[src/rtl/video_fetch_sequencer.sv]
// rtl/video_fetch_sequencer.sv - per-line video byte prefetch and shift-register load sequencer
module video_fetch_sequencer #(
  parameter int BYTES_PER_LINE = 32,
  parameter int ADDR_W         = 16
) (
  input  logic              clk,
  input  logic              reset,
  input  logic              frameStart,
  input  logic              lineStart,
  input  logic [ADDR_W-1:0] baseAddr,
  input  logic              div2,
  output logic              memReq,
  output logic [ADDR_W-1:0] memAddr,
  input  logic              memAck,
  input  logic [7:0]        memData,
  output logic              load,
  output logic [7:0]        data,
  output logic              active,
  output logic              underrun
);

  typedef enum logic [1:0] {IDLE, FETCH, ACTIVE, FLUSH} state_t;

  localparam logic [7:0]        LINE_BYTES = 8'(BYTES_PER_LINE);
  localparam logic [ADDR_W-1:0] LINE_STEP  = ADDR_W'(BYTES_PER_LINE);
  localparam logic [ADDR_W-1:0] ADDR_ONE   = ADDR_W'(1);

  state_t            state, stateNxt;
  logic [ADDR_W-1:0] lineBase, lineBaseNxt, addr, addrNxt, memAddrNxt, baseNow;
  logic [7:0]        bufData, bufDataNxt, dataNxt;
  logic [7:0]        loadsLeft, loadsLeftNxt, fetchesLeft, fetchesLeftNxt;
  logic [2:0]        slotCnt, slotCntNxt, slotMax;
  logic              bufValid, bufValidNxt, stale, staleNxt;
  logic              memReqNxt, loadNxt, activeNxt, underrunNxt, slotEnd;

  // Next-state, fetch handshake and load-slot decisions; all outputs are registered from these
  always_comb begin
    stateNxt       = state;
    lineBaseNxt    = lineBase;
    addrNxt        = addr;
    bufDataNxt     = bufData;
    bufValidNxt    = bufValid;
    slotCntNxt     = slotCnt;
    loadsLeftNxt   = loadsLeft;
    fetchesLeftNxt = fetchesLeft;
    staleNxt       = stale;
    memReqNxt      = memReq;
    memAddrNxt     = memAddr;
    loadNxt        = 1'b0;
    dataNxt        = data;
    underrunNxt    = underrun;
    activeNxt      = (state != IDLE);
    slotMax        = div2 ? 3'd7 : 3'd3;
    slotEnd        = (slotCnt == slotMax);
    baseNow        = frameStart ? baseAddr : lineBase;

    if (frameStart) begin
      lineBaseNxt = baseAddr;
      underrunNxt = 1'b0;
    end

    if (lineStart) begin
      // An unacked request belongs to the aborted line: keep the handshake, drop its byte
      addrNxt        = baseNow;
      lineBaseNxt    = baseNow + LINE_STEP;
      bufValidNxt    = 1'b0;
      loadsLeftNxt   = LINE_BYTES;
      fetchesLeftNxt = LINE_BYTES;
      stateNxt       = FETCH;
      activeNxt      = 1'b1;
      staleNxt       = memReq && !memAck;
    end else begin
      case (state)
        FETCH: begin
          if (bufValid) begin
            loadNxt      = 1'b1;
            dataNxt      = bufData;
            bufValidNxt  = 1'b0;
            loadsLeftNxt = loadsLeft - 8'd1;
            slotCntNxt   = 3'd0;
            stateNxt     = (loadsLeft == 8'd1) ? FLUSH : ACTIVE;
          end
        end
        ACTIVE: begin
          if (slotEnd) begin
            loadNxt      = 1'b1;
            slotCntNxt   = 3'd0;
            loadsLeftNxt = loadsLeft - 8'd1;
            if (bufValid) begin
              dataNxt     = bufData;
              bufValidNxt = 1'b0;
            end else begin
              dataNxt     = 8'h00;
              underrunNxt = 1'b1;
            end
            if (loadsLeft == 8'd1) stateNxt = FLUSH;
          end else begin
            slotCntNxt = slotCnt + 3'd1;
          end
        end
        FLUSH: begin
          if (slotEnd) begin
            loadNxt    = 1'b1;
            dataNxt    = 8'h00;
            slotCntNxt = 3'd0;
            stateNxt   = IDLE;
          end else begin
            slotCntNxt = slotCnt + 3'd1;
          end
        end
        default: ;
      endcase

      // Fetch completion lands after the slot decision so a same-cycle ack refills the buffer
      if (memReq && memAck) begin
        if (stale) begin
          staleNxt = 1'b0;
        end else begin
          bufDataNxt     = memData;
          bufValidNxt    = 1'b1;
          addrNxt        = addr + ADDR_ONE;
          fetchesLeftNxt = fetchesLeft - 8'd1;
        end
      end
    end

    if (memReq) begin
      memReqNxt = !memAck;
    end else begin
      memReqNxt  = (stateNxt != IDLE) && !bufValidNxt && (fetchesLeftNxt != 8'd0);
      memAddrNxt = addrNxt;
    end
  end

  // State and output registers with synchronous reset
  always_ff @(posedge clk) begin
    if (reset) begin
      state       <= IDLE;
      lineBase    <= '0;
      addr        <= '0;
      bufData     <= 8'h00;
      bufValid    <= 1'b0;
      slotCnt     <= 3'd0;
      loadsLeft   <= 8'd0;
      fetchesLeft <= 8'd0;
      stale       <= 1'b0;
      memReq      <= 1'b0;
      memAddr     <= '0;
      load        <= 1'b0;
      data        <= 8'h00;
      active      <= 1'b0;
      underrun    <= 1'b0;
    end else begin
      state       <= stateNxt;
      lineBase    <= lineBaseNxt;
      addr        <= addrNxt;
      bufData     <= bufDataNxt;
      bufValid    <= bufValidNxt;
      slotCnt     <= slotCntNxt;
      loadsLeft   <= loadsLeftNxt;
      fetchesLeft <= fetchesLeftNxt;
      stale       <= staleNxt;
      memReq      <= memReqNxt;
      memAddr     <= memAddrNxt;
      load        <= loadNxt;
      data        <= dataNxt;
      active      <= activeNxt;
      underrun    <= underrunNxt;
    end
  end

endmodule

[config.mk]
export PLATFORM = sky130hd
export DESIGN_NAME = video_fetch_sequencer
export DESIGN_NICKNAME = d
export VERILOG_FILES = /design/src/rtl/video_fetch_sequencer.sv
export SDC_FILE = /design/constraint.sdc
export NUM_CORES = 1
export LEC_CHECK = 0
export CELL_PAD_IN_SITES_DETAIL_PLACEMENT = 0
export CELL_PAD_IN_SITES_GLOBAL_PLACEMENT = 2
export CORE_ASPECT_RATIO = 1.5
export CORE_MARGIN = 4
export CORE_UTILIZATION = 35
export DETAILED_ROUTE_END_ITERATION = 10
export PLACE_DENSITY = 0.94
export SKIP_LAST_GASP = 1
export SLEW_MARGIN = 20
export SYNTH_ARGS = -nofsm -noshare
export SYNTH_HDL_FRONTEND = slang
export SYNTH_SLANG_ARGS = --single-unit
[constraint.sdc]
create_clock -name clk -period 4.8 [get_ports clk]
set_input_delay 0.72 -clock clk [delete_from_list [all_inputs] [get_ports clk]]
set_output_delay 0.72 -clock clk [all_outputs]
set_load 0.01 [all_outputs]
# Yosys cells after proc, flatten, opt, wreduce, memory -nomap -nowiden
# Cells that the tools add are included.
dict set report classes {
  n_div 0
  n_bitwise 2
  reduce_logical 21
  n_lt_le_gt_ge 0
  n_shift 0
  addsub 5
  mux 45
  mul 0
  eq_ne 10
}
# op n
set op_table {}
lappend op_table {{$mux W16} 5}
lappend op_table {{$mux W8} 9}
lappend op_table {{$pmux W8 S3} 1}
lappend op_table {{$add A16 B1 Y16 const B} 1}
lappend op_table {{$add A16 B6 Y16 const B} 1}
lappend op_table {{$mux W1} 16}
lappend op_table {{$pmux W8 S2} 1}
lappend op_table {{$sub A8 B1 Y8 const B} 2}
lappend op_table {{$reduce_and A3 Y1} 4}
lappend op_table {{$mux W2} 5}
lappend op_table {{$reduce_bool A2 Y1} 5}
lappend op_table {{$mux W3} 3}
lappend op_table {{$eq A8 B1 Y1 const B} 1}
lappend op_table {{$reduce_bool A8 Y1} 1}
lappend op_table {{$mux W6} 1}
lappend op_table {{$ne A2 B2 Y1 const B} 3}
lappend op_table {{$ne A3 B3 Y1 const B} 2}
lappend op_table {{$pmux W2 S3} 1}
lappend op_table {{$pmux W3 S2} 1}
lappend op_table {{$reduce_bool A3 Y1} 2}
lappend op_table {{$reduce_and A5 Y1} 1}
lappend op_table {{$eq A2 B2 Y1 const B} 2}
lappend op_table {{$logic_and A1 B1 Y1} 4}
lappend op_table {{$pmux W1 S2} 2}
lappend op_table {{6 further kinds} 9}
dict set report word_totals {
  mem_count 0
  out_inout_bits 28
  latchBits 0
  word_cells 99
  mem_bits_rw 0
  in_bits 30
  regBits 91
  rom_bits 0
}

# Depth between registers and ports, before layout
# Gate-level depths: netlist of run 1.
dict set report depth {
  ltp_word 11
  mapped_depth 10
  mapped_depth_nobuf 8
}

# Worst setup path after synthesis of run 1
# No wires, ideal clock.
dict set report synth_timing {
  kind {input port to flip-flop}
  startpoint {input port frameStart}
  endpoint {register lineBase[15]}
  t_required_ns 4.672
  path_buffers 2
  setup_time_ns 0.128
  path_stages 10
  path_slack_ns 2.434
  arrival_ns 2.239
  cell_sequence {buf_2 -> buf_4 -> mux2i_1 -> inv_1 -> ha_1 -> nand2_1 -> a211oi_1 -> nand3b_1 -> xnor2_1 -> nor2_1}
}
dict set report synth_between {
  elab_chain_cells 3
}
# item line
set synth_rtl {}
lappend synth_rtl {{from (decl)} 8} ;# input logic frameStart,
lappend synth_rtl {{$mux W16 *} -}
lappend synth_rtl {{$add A16 B6 Y16} 65} ;# lineBaseNxt = baseNow + LINE_STEP;
lappend synth_rtl {{$mux W16 *} 62} ;# if (lineStart) begin
lappend synth_rtl {{to (signal assigned)} 155} ;# lineBase <= lineBaseNxt;
lappend synth_rtl {{to (decl)} 29} ;# logic [ADDR_W-1:0] lineBase, lineBaseNxt, addr, addrNxt, memAddrNxt, baseNow;
# Mark *: on every way between the ends. The rest lies on a longest branch, timed or not.
# A chain may end at the register's enable or synchronous reset.

# Final worst setup path of run 1
# Ends and elaborated chain as after synthesis.

==> results of run 1 <==
area by class of cell:
| type | instances | area (um2) | share of cell area [%] |
|---|---|---|---|
| Inverter | 14 | 52.6 | 0.992 |
| Clock inverter | 7 | 124 | 2.34 |
| Sequential cell | 91 | 1820 | 34.4 |
| Tap cell | 153 | 191 | 3.62 |
| Timing Repair Buffer | 61 | 596 | 11.2 |
| Multi-Input combinational cell | 370 | 2280 | 43.1 |
| Clock buffer | 9 | 225 | 4.25 |
flip-flops by register name, summed over array words and instances, names as in the netlist, 2 cells and up:
signal,cells
data,8
memAddr,16
addr,16
state,2
bufData,8
lineBase,16
loadsLeft,8
fetchesLeft,8
slotCnt,3
through the flow:
| stage | util, % | cells | instance area [um2] | power [mW] | hold WS (ns) |
|---|---|---|---|---|---|
| 6_report | 44.1 | 705 | 5300 | 1.90 | 0.456 |
| 2_1_floorplan | - | 504 | 4290 | 1.00 | 0.436 |
| 3_5_place_dp | 41.2 | 689 | 4950 | 1.10 | 0.451 |
| 5_1_grt | 44.1 | 705 | 5300 | 1.99 | 0.483 |
| 3_3_place_gp | 41.2 | 689 | 4950 | 1.10 | 0.444 |
| 4_1_cts | 44.1 | 705 | 5300 | 1.92 | 0.462 |
cells by family after synthesis:
| family | synth area share, % |
|---|---|
| AND/OR/NAND/NOR | 23.6 |
| AO/OA/AOI/OAI | 15.6 |
| flip-flops | 42.5 |
| buffers and inverters | 4.29 |
| XOR/XNOR | 6.33 |
| multiplexers | 4.52 |
| adder cells (fa/ha/maj) | 3.21 |
cell usage after synthesis, types with 4 or more instances:
cell | number | area, um2
nand3_1 | 23 | 115
a21oi_1 | 41 | 205
a21o_1 | 4 | 30.0
xor2_1 | 14 | 123
nor4_1 | 9 | 56.3
ha_1 | 11 | 138
nor2b_1 | 4 | 25.0
nand3b_1 | 4 | 30.0
mux2i_1 | 16 | 160
o31ai_1 | 4 | 30.0
o22ai_1 | 4 | 25.0
xnor2_1 | 17 | 149
a211oi_1 | 12 | 90.1
nor3_1 | 19 | 95.1
nand4_1 | 5 | 31.3
dfxtp_1 | 91 | 1820
o21ai_0 | 11 | 55.1
nand2_1 | 48 | 180
o32ai_1 | 8 | 70.1
nor2_1 | 62 | 233
clkbuf_1 | 20 | 75.1
and2_1 | 6 | 37.5
inv_1 | 14 | 52.6
or3_1 | 5 | 31.3
or2_2 | 4 | 25.0
worst register-to-register path: stages (launching register included):
cell and delay [ns]:
dfxtp_1 0.31, buf_4 0.33, nand3b_4 0.35, or3_4 0.51, o21a_1 0.19, nor3_1 0.26, o32ai_1 0.14
cells in the final DEF (no fill, tap or decap), types with 14 or more instances in the layout:
cell type,n
inv_1,14
clkdlybuf4s50_1,56
dfxtp_1,91
nor3_1,19
xnor2_1,17
mux2i_1,16
nor2_1,62
xor2_1,14
nand2_1,48
a21oi_1,41
nand3_1,23
worst paths after layout:
kind                        startpoint                        to  slack (ns)  cells past startpoint
hold reg to reg   data[2]$_SDFFE_PP0P_      data[2]$_SDFFE_PP0P_        0.46                      2
setup reg to reg     memReq$_SDFF_PP0_  memAddr[13]$_SDFFE_PP0N_        2.54                      6
setup / recovery            frameStart   lineBase[15]$_SDFF_PP0_        2.07                     10
hold / removal    data[2]$_SDFFE_PP0P_      data[2]$_SDFFE_PP0P_        0.46                      2
layer usage:
metal	vias up	GRT usage [%]	wire, um
met5	-	0	0
met2	65	28.1	5460
met4	0	6.76	267
met1	1702	16.9	4410
li1	1860	-	-
met3	17	2.57	320
report_power, final:
part / internal, mW / switching, mW
sequential: 0.798 / 0.0291
combinational: 0.118 / 0.137
clock: 0.514 / 0.308
==> results.yml, run 1 <==
worst_setup_path:
  crit_path_end_kind: "flop"
  crit_fanout: 23
  start_kind: "primary input"
  critPathRequiredTime_ns: 4.99
  cp_slowest_cell: "a211oi_1"
  worst-path-buf-inv: 3
  slowest_delay_ns: 0.55
  cp.arrival_ns: 2.91
  critPathTopFamily: "buffers and inverters"
  worstPathCellList: "clkdlybuf4s50_1 -> buf_4 -> mux2i_1 -> inv_1 -> ha_1 -> nand2_1 -> a211oi_1 -> nand3b_1 -> xnor2_1 -> nor2_1"
  crit_type: "in -> reg"
clock_tree:
  cts_setup_buffers: 0
  cts.path.max_buffers: 2
  clockRootBuffer: "clkbuf_16"
  cts.clk_slew.worst_paths_ns: 0.07
  cts_tree: "built"
  cts-buffers-inserted: 9
  cts_resized: 0
  cts.sinks: 91
  cts_hold_buf: 0
  htree_levels: 3
  clock_latency_ns: 0.34
sta:
  grt_setup_unrepaired: "false"
  post-route-min-period_ns: 2.73
  relSlewSlack_pct: 39.3
  min_period_over_period_pct: 56.8
  setup_viol: 0
  layout_setup_ws_ns: 2.07
  skew_ns: 0.00755
  fmax_mhz: 367
  drv_slew: 0
  tns_ns: 0
  hold_viol: 0
  worstMarginPinSlew_ns: 0.911
worst_hold_path:
  min_path_type: "reg -> reg"
grt:
  grt_antenna_before_repair: 0
  grt_max_degree: 49
  grtUsageTotal_pct: 15.2
  globalRouteOverflowTotal: 0
  grt_pass1_vias: 3659
  grt_pass1_wl_mm: 17.4
layout:
  antennaDiodeCount: 0
  nFillCells: 1263
  nNetsFinal: 588
  drive_above_1_share_pct: 6.70
  area_growth_pct: 23.4
power:
  power-per-cell-area_mw_per_mm2: 360
  vdd_ir_drop_max_mv: 0.200
  p_leak_nw: 1.95
drt:
  post-route-drc-count: 0
  drt_iter0_drc: 167
  vias: 3644
  viasPerCell: 5.17
  wl_per_cell_um: 14.8
  dr.pass1.iters: 4
  ant_nets: 0
  finalWirelength_mm: 10.5
logic_synthesis:
  ys_seq_area_share_pct: 42.5
  syn-num-nets: 545
  syn-cell-area_mm2: 0.00429
  synth_edf_count: 0
  postSynthCellCount: 504
  ys.flop_type: "dfxtp_1"
  yosys_warnings: 0
  synth.distinct_cells: 56
  syn_area_per_cell_um2: 8.51
  ys_ff_latch: 91
  async_flop_share_pct: 0
floorplan:
  chipWidth_um: 98.4
  die_h_um: 144
  rows: 49
  die-area_mm2: 0.0141
  io_pins: 58
  start_util_pct: 35.7
  coreArea_mm2: 0.0120
placement:
  place.gp.congestion: 0.813
  io_buffers: 57
  dp_slack_ns: 1.74
  dpl.hpwl_mm: 7.46
run:
  drv_cap: 0
run_status:
  outcome: "completed"
No activity file was read; power rests on OpenSTA's default activity.
==> run 2: changes to the inputs <==
Settings changed: CORE_UTILIZATION 35 to 33, PLACE_DENSITY 0.94 to 0.89.
Clock period 4.8 ns to 2.85 ns, I/O delays scaled along.
==> results.yml, run 2 (same netlist as run 1, synthesis figures left out) <==
floorplan:
  die-area_mm2: 0.0149
  chipWidth_um: 101
  coreArea_mm2: 0.0126
  io_pins: 58
  start_util_pct: 34.0
  rows: 50
  die_h_um: 148
sta:
  skew_ns: 0.00759
  setup_viol: 0
  tns_ns: 0
  hold_viol: 0
  drv_slew: 0
  fmax_mhz: 452
  worstMarginPinSlew_ns: 0.477
  min_period_over_period_pct: 77.6
  post-route-min-period_ns: 2.21
  relSlewSlack_pct: 68.1
  layout_setup_ws_ns: 0.637
  grt_setup_unrepaired: "false"
grt:
  grtUsageTotal_pct: 14.5
  grt_max_degree: 34
  globalRouteOverflowTotal: 0
  grt_pass1_vias: 3584
  grt_antenna_before_repair: 0
  grt_pass1_wl_mm: 17.3
layout:
  mostFrequentLayoutCell: "dfxtp_1"
  nFillCells: 1283
  nNetsFinal: 595
  final_cell_mix: "91 x dfxtp_1, 62 x nor2_1, 56 x clkdlybuf4s50_1"
  stdcell_count: 715
  multiInputGateArea_mm2: 0.00228
  top_regs: "addr (16), lineBase (16), memAddr (16)"
  area_growth_pct: 23.6
  antennaDiodeCount: 0
  regArea_mm2: 0.00182
  drive_above_1_share_pct: 7.69
clock_tree:
  clock_latency_ns: 0.33
  cts-buffers-inserted: 9
  cts_setup_buffers: 0
  cts.path.max_buffers: 2
  htree_levels: 3
  cts_tree: "built"
  cts.clk_slew.worst_paths_ns: 0.07
  clockRootBuffer: "clkbuf_16"
  cts_hold_buf: 0
  cts.sinks: 91
  cts_resized: 0
worst_setup_path:
  critPathRequiredTime_ns: 3.11
  start_kind: "flop"
  reg2reg_from: "state[1]$_SDFF_PP0_"
  crit_path_end_kind: "flop"
  crit_type: "reg -> reg"
  worstRegToRegCells: 7
  crit_fanout: 8
  cp.arrival_ns: 2.47
  ff2ff_setup_slack_ns: 0.64
  reg2reg_to: "loadsLeft[4]$_SDFFE_PP0P_"
placement:
  dp_cells: 699
  dpl.hpwl_mm: 7.83
  place.gp.congestion: 0.791
  io_buffers: 57
  dp_slack_ns: 0.432
drt:
  post-route-drc-count: 0
  ant_nets: 0
  drt_iter0_drc: 136
  finalWirelength_mm: 10.6
  viasPerCell: 5.13
  dr.pass1.iters: 4
  vias: 3670
  wl_per_cell_um: 14.9
worst_hold_path:
  hold_depth: 2
  holdPathEnd: "data[0]$_SDFFE_PP0P_"
  min_from: "data[0]$_SDFFE_PP0P_"
  min_path_type: "reg -> reg"
run:
  drv_cap: 0
power:
  power-per-cell-area_mw_per_mm2: 574
  vdd_ir_drop_max_mv: 0.299
  p_leak_nw: 1.96
  power_mw: 3.05
run_status:
  outcome: "completed"
[run 2: cell count changes in the layout (fill, tap and decap cells not counted)]
cell | before | now
buf_4 | 4 | 11
bufinv_16 | 3 | 1
clkbuf_1 | 0 | 1
inv_6 | 1 | 2
[run 2: how the worst max path moves through the flow]
stage | to | slack (ns) | from
after floorplan | lineBase[15]$_SDFF_PP0_ | 0.78 | frameStart
after global placement | addr[15]$_SDFF_PP0_ | 0.46 | memAck
after detailed placement | addr[15]$_SDFF_PP0_ | 0.43 | memAck
after CTS | loadsLeft[4]$_SDFFE_PP0P_ | 0.65 | state[1]$_SDFF_PP0_
after global routing | loadsLeft[4]$_SDFFE_PP0P_ | 0.48 | state[1]$_SDFF_PP0_
final | loadsLeft[4]$_SDFFE_PP0P_ | 0.64 | state[1]$_SDFF_PP0_
[run 2: worst max-delay path, stage by stage, from the launching register on]
cell	delay [ns]
dfxtp_1	0.39
inv_1	0.11
ha_1	0.25
nor2b_1	0.19
nor2_1	0.41
nand3_1	0.21
or4_1	0.43
a21oi_1	0.15
[run 2: through the flow]
stage	area (um2)	hold WS (ns)	util, %
floorplan	4290	0.436	-
global placement	5000	0.445	39.6
detailed placement	5000	0.451	39.6
CTS	5300	0.459	42.0
global route	5300	0.484	42.0
finish	5300	0.457	42.0
[run 2: final cells by class]
type	count	share of cell area (%)
sequential	91	34.3
tap	156	3.68
timing repair buffer	68	12.2
clock buffer	10	4.32
clock inverter	6	1.37
inverter	14	0.991
multi-input combinational	370	43.1
[run 2: routing by layer]
layer | track usage, % | share of wire (%) | vias to the layer above
met2 | 26.0 | 53 | 54
met1 | 16.7 | 42 | 1726
met4 | 4.52 | 1.5 | 0
met3 | 3.40 | 3.3 | 9
li1 | - | - | 1881
met5 | 0 | 0 | -
[run 2: report_power, final]
part	internal [mW]	switching, mW
logic	0.204	0.223
clock network	0.693	0.524
registers	1.34	0.0570
